**src/rtl/axi_ram_pkg.sv**
```systemverilog
// Shared definitions for the AXI RAM read/write controllers: response codes
// and the controller FSM state encoding.
package axi_ram_pkg;

  localparam logic [1:0] RESP_OKAY   = 2'b00;
  localparam logic [1:0] RESP_SLVERR = 2'b10;

  typedef enum logic {
    ST_IDLE  = 1'b0,
    ST_BURST = 1'b1
  } rd_state_t;

  // Byte-lane shift between AXI byte addresses and RAM word addresses.
  function automatic int unsigned byte_shift(input int unsigned data_width);
    return $clog2(data_width / 8);
  endfunction

endpackage

```
**src/rtl/axi_ram_rd_buf.sv**
```systemverilog
// Two-entry FIFO holding returned read beats (data + response) while the
// AXI R channel is stalled.
module axi_ram_rd_buf #(
  parameter int DATA_WIDTH = 64
) (
  input  logic                  clk,
  input  logic                  rst_n,
  input  logic                  push,
  input  logic [DATA_WIDTH-1:0] push_data,
  input  logic [1:0]            push_resp,
  input  logic                  pop,
  output logic [DATA_WIDTH-1:0] head_data,
  output logic [1:0]            head_resp,
  output logic [1:0]            occupancy
);

  logic [DATA_WIDTH-1:0] data_mem [2];
  logic [1:0]            resp_mem [2];
  logic                  wr_ptr_reg;
  logic                  rd_ptr_reg;
  logic [1:0]            count_reg;
  logic                  do_pop;

  // Popping an empty buffer is ignored so the count can never underflow.
  assign do_pop = pop && (count_reg != 2'd0);

  always_ff @(posedge clk or negedge rst_n) begin
    if (!rst_n) begin
      for (int i = 0; i < 2; i++) begin
        data_mem[i] <= '0;
        resp_mem[i] <= '0;
      end
      wr_ptr_reg <= 1'b0;
      rd_ptr_reg <= 1'b0;
      count_reg  <= 2'd0;
    end else begin
      if (push) begin
        data_mem[wr_ptr_reg] <= push_data;
        resp_mem[wr_ptr_reg] <= push_resp;
        wr_ptr_reg           <= ~wr_ptr_reg;
      end
      if (do_pop) begin
        rd_ptr_reg <= ~rd_ptr_reg;
      end
      count_reg <= count_reg + {1'b0, push} - {1'b0, do_pop};
    end
  end

  assign head_data = data_mem[rd_ptr_reg];
  assign head_resp = resp_mem[rd_ptr_reg];
  assign occupancy = count_reg;

endmodule

```
**src/rtl/axi_ram_read_ctrl.sv**
```systemverilog
// AXI4 INCR read-burst slave driving a synchronous RAM read port.
// Optional AR range checking is enabled by defining AXI_RAM_RD_RANGE_CHECK_EN.
module axi_ram_read_ctrl
  import axi_ram_pkg::*;
#(
  parameter int DATA_WIDTH     = 64,
  parameter int MEM_DEPTH      = 256,
  parameter int ADDR_WIDTH     = $clog2(MEM_DEPTH),
  parameter int AXI_ADDR_WIDTH = 32
) (
  input  logic                      clk,
  input  logic                      rst_n,
  input  logic [AXI_ADDR_WIDTH-1:0] s_axi_araddr,
  input  logic [7:0]                s_axi_arlen,
  input  logic                      s_axi_arvalid,
  output logic                      s_axi_arready,
  output logic [DATA_WIDTH-1:0]     s_axi_rdata,
  output logic [1:0]                s_axi_rresp,
  output logic                      s_axi_rlast,
  output logic                      s_axi_rvalid,
  input  logic                      s_axi_rready,
  output logic [ADDR_WIDTH-1:0]     ram_read_addr,
  output logic                      ram_read_enable,
  input  logic [DATA_WIDTH-1:0]     ram_read_data
);

  localparam int BSH = byte_shift(DATA_WIDTH);

  rd_state_t             state_reg, state_next;
  logic                  arready_reg;
  logic [ADDR_WIDTH-1:0] addr_reg;
  logic [8:0]            issue_cnt_reg;
  logic [8:0]            ret_cnt_reg;
  logic                  inflight_reg;
  logic                  err_reg;

  logic [ADDR_WIDTH-1:0] ar_word;
  logic                  ar_err;
  logic                  ar_fire;
  logic                  issue;
  logic                  r_fire;
  logic                  last_fire;
  logic                  buf_empty;
  logic                  buf_push;
  logic                  buf_pop;
  logic [1:0]            buf_occ;
  logic [DATA_WIDTH-1:0] buf_data;
  logic [1:0]            buf_resp;
  logic [DATA_WIDTH-1:0] beat_data;
  logic [1:0]            beat_resp;
  logic                  unused_addr_bits;

  assign ar_word          = s_axi_araddr[ADDR_WIDTH+BSH-1:BSH];
  assign unused_addr_bits = ^s_axi_araddr;

`ifdef AXI_RAM_RD_RANGE_CHECK_EN
  assign ar_err = (32'(ar_word) + 32'(s_axi_arlen) > 32'(MEM_DEPTH - 1)) ||
                  (|s_axi_araddr[AXI_ADDR_WIDTH-1:ADDR_WIDTH+BSH]);
`else
  assign ar_err = 1'b0;
`endif

  assign ar_fire   = arready_reg && s_axi_arvalid;
  assign buf_empty = (buf_occ == 2'd0);

  // Buffered beats plus the read still in the RAM pipeline may never exceed 2.
  assign issue = (state_reg == ST_BURST) && (issue_cnt_reg != 9'd0) &&
                 (({1'b0, buf_occ} + {2'b00, inflight_reg}) < 3'd2);

  // Flagged bursts keep the same slot timing but never touch the RAM.
  assign beat_data = err_reg ? '0 : ram_read_data;
  assign beat_resp = err_reg ? RESP_SLVERR : RESP_OKAY;

  // An empty buffer lets the beat leaving the RAM go straight to R.
  assign s_axi_rvalid = !buf_empty || inflight_reg;
  assign s_axi_rdata  = (buf_empty && inflight_reg) ? beat_data : buf_data;
  assign s_axi_rresp  = (buf_empty && inflight_reg) ? beat_resp : buf_resp;
  assign s_axi_rlast  = s_axi_rvalid && (ret_cnt_reg == 9'd1);

  assign r_fire    = s_axi_rvalid && s_axi_rready;
  assign last_fire = r_fire && (ret_cnt_reg == 9'd1);
  assign buf_pop   = r_fire && !buf_empty;
  assign buf_push  = inflight_reg && !(buf_empty && r_fire);

  assign s_axi_arready   = arready_reg;
  assign ram_read_enable = issue && !err_reg;
  assign ram_read_addr   = addr_reg;

  always_comb begin
    state_next = state_reg;
    case (state_reg)
      ST_IDLE:  if (ar_fire)   state_next = ST_BURST;
      ST_BURST: if (last_fire) state_next = ST_IDLE;
      default:  state_next = ST_IDLE;
    endcase
  end

  always_ff @(posedge clk or negedge rst_n) begin
    if (!rst_n) begin
      state_reg     <= ST_IDLE;
      arready_reg   <= 1'b0;
      addr_reg      <= '0;
      issue_cnt_reg <= 9'd0;
      ret_cnt_reg   <= 9'd0;
      inflight_reg  <= 1'b0;
      err_reg       <= 1'b0;
    end else begin
      state_reg    <= state_next;
      arready_reg  <= (state_next == ST_IDLE);
      inflight_reg <= issue;
      if (ar_fire) begin
        addr_reg      <= ar_word;
        issue_cnt_reg <= {1'b0, s_axi_arlen} + 9'd1;
        ret_cnt_reg   <= {1'b0, s_axi_arlen} + 9'd1;
        err_reg       <= ar_err;
      end else begin
        if (issue) begin
          addr_reg      <= (addr_reg == ADDR_WIDTH'(MEM_DEPTH - 1)) ? '0 : addr_reg + 1'b1;
          issue_cnt_reg <= issue_cnt_reg - 9'd1;
        end
        if (r_fire) begin
          ret_cnt_reg <= ret_cnt_reg - 9'd1;
        end
      end
    end
  end

  axi_ram_rd_buf #(
    .DATA_WIDTH(DATA_WIDTH)
  ) u_rd_buf (
    .clk       (clk),
    .rst_n     (rst_n),
    .push      (buf_push),
    .push_data (beat_data),
    .push_resp (beat_resp),
    .pop       (buf_pop),
    .head_data (buf_data),
    .head_resp (buf_resp),
    .occupancy (buf_occ)
  );

endmodule

```
**config.mk**
```make
export PLATFORM = sky130hd
export DESIGN_NAME = axi_ram_read_ctrl
export DESIGN_NICKNAME = d
export VERILOG_FILES = /design/src/rtl/axi_ram_pkg.sv /design/src/rtl/axi_ram_rd_buf.sv /design/src/rtl/axi_ram_read_ctrl.sv
export SDC_FILE = /design/constraint.sdc
export NUM_CORES = 1
export LEC_CHECK = 0
export CAP_MARGIN = 10
export CORE_MARGIN = 4
export CORE_UTILIZATION = 55
export DETAILED_ROUTE_END_ITERATION = 16
export GPL_TIMING_DRIVEN = 0
export HOLD_SLACK_MARGIN = 0.15
export PLACE_DENSITY = 0.87
export SKIP_CTS_REPAIR_TIMING = 1
export SLEW_MARGIN = 30
export SYNTH_ARGS = -nofsm -noshare
export SYNTH_HDL_FRONTEND = slang
export SYNTH_SLANG_ARGS = --single-unit
```
**constraint.sdc**
```tcl
create_clock -name clk -period 4.6 [get_ports clk]
set_input_delay 0.46 -clock clk [delete_from_list [all_inputs] [get_ports clk]]
set_output_delay 0.46 -clock clk [all_outputs]
set_load 0.02 [all_outputs]
```
==> run_results.csv, run 1 <==
group,metric,value,unit
clock_network,cts_made_buffers,17,
final_layout,nNetsFinal,1005,
floorplan,dieHeight,131,um
timing,grt_setup_unrepaired,"false",
floorplan,pin_count,186,
yosys,syn-num-nets,822,
clock_network,cts_tree,"yes",
min_path,min_from,"u_rd_buf.data_mem[40]$_DFFE_PN0P_",
run,drv_cap,0,
final_layout,final_cell_mix,"165 x dfrtp_1, 160 x clkdlybuf4s50_1, 81 x nand2_1, 71 x o21ai_0, 66 x mux2i_1",
yosys,synthTopCellsByArea,"dfrtp_1 49%, mux2i_1 7.9%, mux2_2 7.0%",
timing,timing.slew.headroom,45.7,%
drt,drtAntennaViolNets,0,
final_layout,syn_to_final_growth,30.0,%
yosys,yosysUniqueCellTypes,53,
min_path,holdPathStages,1,
floorplan,die_w,131,um
yosys,syn_area,8350,um^2
critical_path,required,4.14,ns
yosys,synth_edf_count,0,
critical_path,worstPathCellList,"nor2_1 -> and2_1 -> buf_2 -> clkbuf_1 -> nand2_1 -> o21ai_0 -> clkdlybuf4s50_1",
floorplan,die_area,17200,um^2
critical_path,rrSetupSlack,2.82,ns
final_layout,mostFrequentLayoutCell,"dfrtp_1",
yosys,ys_async_sr_fraction,100,%
placed_design,place.gp.congestion,0.852,
final_layout,drive_gt1_share,18.3,%
timing,finClkSkew,0.00643,ns
yosys,postSynthAreaPerCell,11.8,um^2
grt,grt_pass1_vias,6234,
timing,worst_slew_pin_slew,0.815,ns
timing,fmaxAchievable,300,MHz
final_layout,diodes,0,
critical_path,critPathTopFamily,"buffers and inverters",
critical_path,reg2reg_depth,4,
yosys,synth.ff_latch_count,165,
timing,drv_slew,0,
yosys,seq_area_frac_synth,49.5,%
critical_path,r2r-end,"ret_cnt_reg[4]$_DFFE_PN0P_",
drt,finalWirelength,20.1,mm
min_path,hold_class,"register to register",
timing,period_minus_slack,3.34,ns
critical_path,rr_startpoint,"s_axi_arready$_DFF_PN0_",
final_layout,largest_register_ffs,128,
grt,grt_max_degree,62,
floorplan,core_area,14700,um^2
min_path,hold-path-endpoint,"u_rd_buf.data_mem[40]$_DFFE_PN0P_",
clock_network,clockBufferDepth,2,
final_layout,fill_cells,979,
grt,antenna_found_initial,0,
yosys,synth_top_area_share,49.5,%
timing,setup-violations-final,0,
drt,via_per_inst,5.65,
placed_design,numPortBuffers,161,
critical_path,max_stage_delay,0.66,ns
drt,vias,6145,
outcome,status,"completed",
yosys,synth_area_leader_cell,"dfrtp_1",
yosys,synth-warning-count,0,
drt,drtIter0Drc,419,
timing,finalHoldViolCount,0,
power_and_ir_drop,peakVddDrop,0.549,mV
critical_path,cp_max_fo,10,
clock_network,clock_sinks,165,
floorplan,start_util,56.8,%
drt,drc,0,
critical_path,crit_type,"register to primary output",
grt,grt_pass1_wl,33.1,mm
critical_path,cp_num_buf_inv,3,
placed_design,pre_cts_slack,1.76,ns
timing,fin_crit_sh,72.5,%
placed_design,placed_cells,1055,
critical_path,cp.arrival,2.88,ns
critical_path,critPathLaunchType,"register",
placed_design,dp_hpwl,14.2,mm
critical_path,crit_slowest_cell,"clkdlybuf4s50_1",
clock_network,htree_levels,4,
clock_network,clkTransAtPathRegs,0.06,ns
drt,first_pass_iters,4,
grt,overflow,0,
floorplan,row_count,44,
yosys,yosys_most_used_dff,"dfrtp_1",
final_layout,final_cells,1087,
clock_network,root_buffer,"clkbuf_16",
grt,grt_use_total,23.6,%
drt,wire_per_inst,18.5,um
power_and_ir_drop,power_density,817,nW/um^2
clock_network,clk_latency,0.42,ns
power_and_ir_drop,leakage,0.00467,uW
yosys,netlist_instances,708,
timing,fin_ws,1.26,ns
critical_path,cp-end-kind,"primary output",
[worst reg2reg max path, cell delays in order, from the launching register on]
cell	delay [ns]
dfrtp_1	0.42
nand2_1	0.22
clkbuf_1	0.41
buf_1	0.43
a21oi_1	0.15
[per-layer routing]
layer | vias up | part of all wire (%) | global-route usage (%)
met3 | 28 | 5.2 | 6.15
met5 | - | 0 | 0
met4 | 0 | 1.5 | 7.29
li1 | 2872 | - | -
met2 | 169 | 49 | 38.2
met1 | 3076 | 44 | 31.7
[where the power goes]
group / internal (uW) / total, uW / leakage [uW] / switching [uW]
Combinational: 2450 / 4810 / 0.00242 / 2360
Sequential: 2180 / 2650 / 0.00196 / 467
Clock: 865 / 1410 / 0.000287 / 548
Total: 5500 / 8870 / 0.00467 / 3370
[logic make-up after synthesis]
family                     Yosys count  synth area share, %
muxes                              194                 26.9
DFF                                165                 49.5
and+or+nand+nor                    156                 9.10
AOI/OAI and AO/OA                  113                 7.78
buffers and inverters               52                 3.54
xor gates and xnor gates            22                 2.31
adders and majority gates            6                0.900
[area by class of cell]
class / instances / area [um^2] / share of cell area, %
well taps: 184 / 230 / 2.12
plain buffers: 42 / 258 / 2.37
inverters: 10 / 37.5 / 0.346
multi-input cells: 491 / 3920 / 36.1
clock inverters: 8 / 97.6 / 0.899
flip-flops and latches: 165 / 4130 / 38.0
clock buffers: 23 / 498 / 4.59
repair buffers: 164 / 1680 / 15.5
[cells in the mapped netlist (2+ instances only)]
master      n
a21oi_1    14
dfrtp_1   165
xor2_1     12
and4_1      2
o21ai_1     4
inv_1       9
o21ai_0    71
nand2_1    81
mux2_4     38
mux2_2     52
nand3_1    12
nand3_2     2
nor2_4      2
xnor2_1    10
a21oi_2     2
and3_1      9
mux2i_1    66
buf_6      10
nor3_1      8
buf_2      14
clkbuf_1   15
nor2b_1     4
nand4_1     2
mux2_1     38
nand2_2     2
o21a_1      2
and2_1      4
o311ai_1    2
o22a_1      2
a31o_2      2
nor2_1     18
or3_1       4
a31oi_1     4
ha_1        6
buf_4       2
[how the worst max path moves through the flow]
stage	start	cells after the start	to	slack (ns)
CTS	u_rd_buf.occupancy[1]$_DFF_PN0_	7	s_axi_rdata[59]	1.27
floorplan	u_rd_buf.rd_ptr_reg$_DFFE_PN0P_	5	s_axi_rdata[36]	2.60
detailed placement	u_rd_buf.occupancy[1]$_DFF_PN0_	7	s_axi_rdata[46]	1.76
global placement	rst_n	1	ret_cnt_reg[3]$_DFFE_PN0P_	-3.49
global route	u_rd_buf.occupancy[1]$_DFF_PN0_	7	s_axi_rdata[59]	1.09
finish	u_rd_buf.occupancy[1]$_DFF_PN0_	7	s_axi_rdata[59]	1.26
[per-stage QoR]
step	setup TNS, ns	instance area [um^2]	power, uW	utilization (%)	hold slack, ns
floorplan	0	8350	5600	-	0.164
global placement	-575.39	10200	7320	69.3	0.474
detailed placement	0	10200	7450	69.7	0.385
CTS	0	10800	8920	73.8	-0.0670
global route	0	10900	9390	73.8	0.497
finish	0	10900	8870	73.8	0.491
Power figures use the tool's default switching activity.
==> inputs of run 2 (changes only) <==
- CORE_UTILIZATION: 55 -> 51
- PLACE_DENSITY: 0.87 -> 0.82
- clock period: 4.6 -> 3.45 ns (I/O delays scaled with it)
==> run 2 against run 1 <==
  * Global-route usage shrank 2.2 points
  * Wire length shrank 3.7%
  * Setup slack lost 0.99 ns
  * Clock-buffer cell count shrank 5
  * Sequential cell count is the same
  * Critical endpoint is now s_axi_rdata[51]
  * Largest power group unchanged
  * Highest routed layer unchanged
==> run_results.csv, run 2 (synthesis gave the netlist of run 1 again) <==
group,metric,value,unit
run,drv_cap,0,
critical_path,cp-end-kind,"primary output",
floorplan,pin_count,186,
floorplan,die_area,18500,um^2
timing,fin_crit_sh,92.0,%
floorplan,dieHeight,136,um
critical_path,crit_slowest_cell,"clkdlybuf4s50_1",
drt,wire_per_inst,17.3,um
timing,fmaxAchievable,315,MHz
power_and_ir_drop,power_density,1080,nW/um^2
timing,timing.slew.headroom,47.2,%
final_layout,postLayoutCellArea,10800,um^2
timing,finClkSkew,0.00641,ns
placed_design,placedInstanceArea,10300,um^2
critical_path,required,3.11,ns
critical_path,cp_num_buf_inv,3,
floorplan,core_area,15900,um^2
clock_network,clk_latency,0.42,ns
drt,via_per_inst,5.36,
clock_network,cts_made_buffers,17,
clock_network,root_buffer,"clkbuf_16",
critical_path,crit_type,"register to primary output",
grt,antenna_found_initial,0,
clock_network,htree_levels,4,
timing,period_minus_slack,3.17,ns
power_and_ir_drop,leakage,0.00464,uW
floorplan,row_count,46,
timing,hold_ws,0.475,ns
power_and_ir_drop,peakVddDrop,0.572,mV
final_layout,diodes,0,
clock_network,cts_tree,"yes",
power_and_ir_drop,seq_power_share,30.1,%
final_layout,utilization,68.0,%
timing,grt_setup_unrepaired,"false",
min_path,hold_class,"input port to register",
grt,grt_max_degree,86,
power_and_ir_drop,internal_power,7190,uW
drt,drtIter0Drc,224,
final_layout,mostFrequentLayoutCell,"dfrtp_1",
final_layout,drive_gt1_share,18.4,%
power_and_ir_drop,sw_frac_of_total,38.4,%
timing,drv_slew,0,
critical_path,cp.arrival,2.83,ns
timing,finalHoldViolCount,0,
final_layout,largest_register_ffs,128,
drt,first_pass_iters,4,
placed_design,place.gp.congestion,0.811,
timing,setup-violations-final,0,
grt,grt_pass1_wl,31.3,mm
power_and_ir_drop,finalPower,11700,uW
grt,grt_use_total,21.5,%
drt,vias,5989,
clock_network,clkTransAtPathRegs,0.06,ns
power_and_ir_drop,p_switching,4480,uW
critical_path,critPathLaunchType,"register",
critical_path,cp_max_fo,10,
clock_network,clockBufferDepth,2,
floorplan,die_w,136,um
outcome,status,"completed",
timing,final.setup.tns,0,ns
final_layout,final_cell_mix,"165 x dfrtp_1, 160 x clkdlybuf4s50_1, 81 x nand2_1, 71 x o21ai_0, 66 x mux2i_1",
drt,drtAntennaViolNets,0,
critical_path,max_stage_delay,0.66,ns
final_layout,syn_to_final_growth,29.8,%
clock_network,clock_sinks,165,
floorplan,start_util,52.3,%
final_layout,nNetsFinal,1004,
power_and_ir_drop,pwr-share-comb,54.4,%
drt,finalWirelength,19.3,mm
critical_path,critPathTopFamily,"buffers and inverters",
placed_design,numPortBuffers,161,
grt,grt_pass1_vias,6163,
critical_path,worstPathCellList,"nor2_1 -> and2_1 -> buf_2 -> clkbuf_1 -> nand2_1 -> o21ai_0 -> clkdlybuf4s50_1",
placed_design,dp_hpwl,13.5,mm
drt,drc,0,
timing,worst_slew_pin_slew,0.792,ns
grt,overflow,0,
power_and_ir_drop,p_clk_share,15.4,%
run 2: cell count changes in the layout (fill, tap and decap cells not counted), sizes merged:
cell | before | now
buf | 30 | 29
bufinv | 2 | 1
clkbuf | 38 | 33
clkinv | 3 | 5
clkinvlp | 3 | 4
inv | 10 | 13
run 2: metal layers:
layer	track usage (%)	vias up	share of wire (%)
li1	-	2880	-
met1	28.1	2966	44
met2	36.3	129	50
met3	4.92	14	5.0
met4	5.38	0	0.93
met5	0	-	0
run 2: per-stage QoR:
stage,instances,setup slack (ns)
2_1_floorplan,708,1.57
3_3_place_gp,1085,-4.63
3_5_place_dp,1086,0.592
4_1_cts,1117,0.116
5_1_grt,1118,0.0304
6_report,1118,0.276
run 2: path summary, 6_finish.rpt:
path                       cells past startpoint  slack, ns                                end                         startpoint
max in group asynchronous                      3       2.12    u_rd_buf.occupancy[0]$_DFF_PN0_                              rst_n
hold / removal                                 3       0.47       ram_read_addr[4]$_DFFE_PN0P_                    s_axi_araddr[7]
setup / recovery                               7       0.28                    s_axi_rdata[51]    u_rd_buf.occupancy[1]$_DFF_PN0_
min in group asynchronous                      2       0.50  u_rd_buf.data_mem[54]$_DFFE_PN0P_                              rst_n
setup reg to reg                               4       1.65       issue_cnt_reg[5]$_DFFE_PN0P_            s_axi_arready$_DFF_PN0_
hold reg to reg                                1       0.49  u_rd_buf.data_mem[55]$_DFFE_PN0P_  u_rd_buf.data_mem[55]$_DFFE_PN0P_
run 2: power groups by stage:
stage / Combinational (uW) / Sequential (uW) / Clock (uW)
floorplan: 4030 / 3430 / 0
global placement: 6280 / 3480 / 0
detailed placement: 6380 / 3530 / 0
CTS: 6420 / 3510 / 1840
global route: 6820 / 3640 / 1930
finish: 6350 / 3520 / 1800
run 2: layout make-up:
cell class                 instances  area (um^2)
timing repair buffer             163         1650
clock inverter                    13          126
tap                              216          270
fill                            1196         5110
buffer                            42          259
sequential                       165         4130
inverter                          10         37.5
multi-input combinational        491         3920
clock buffer                      18          439
run 2: worst reg2reg max path: cells and delay by family (launching register included):
| family | cells | cell delay [ns] |
|---|---|---|
| buffers and inverters | 2 | 0.86 |
| DFF | 1 | 0.43 |
| AOI/OAI and AO/OA | 1 | 0.14 |
| and+or+nand+nor | 1 | 0.22 |
==> inputs of run 3 (changes only) <==
- SLEW_MARGIN: 30 -> unset
==> results of run 3 <==
No change in the layout: final DEF, timing and power equal those of run 2.
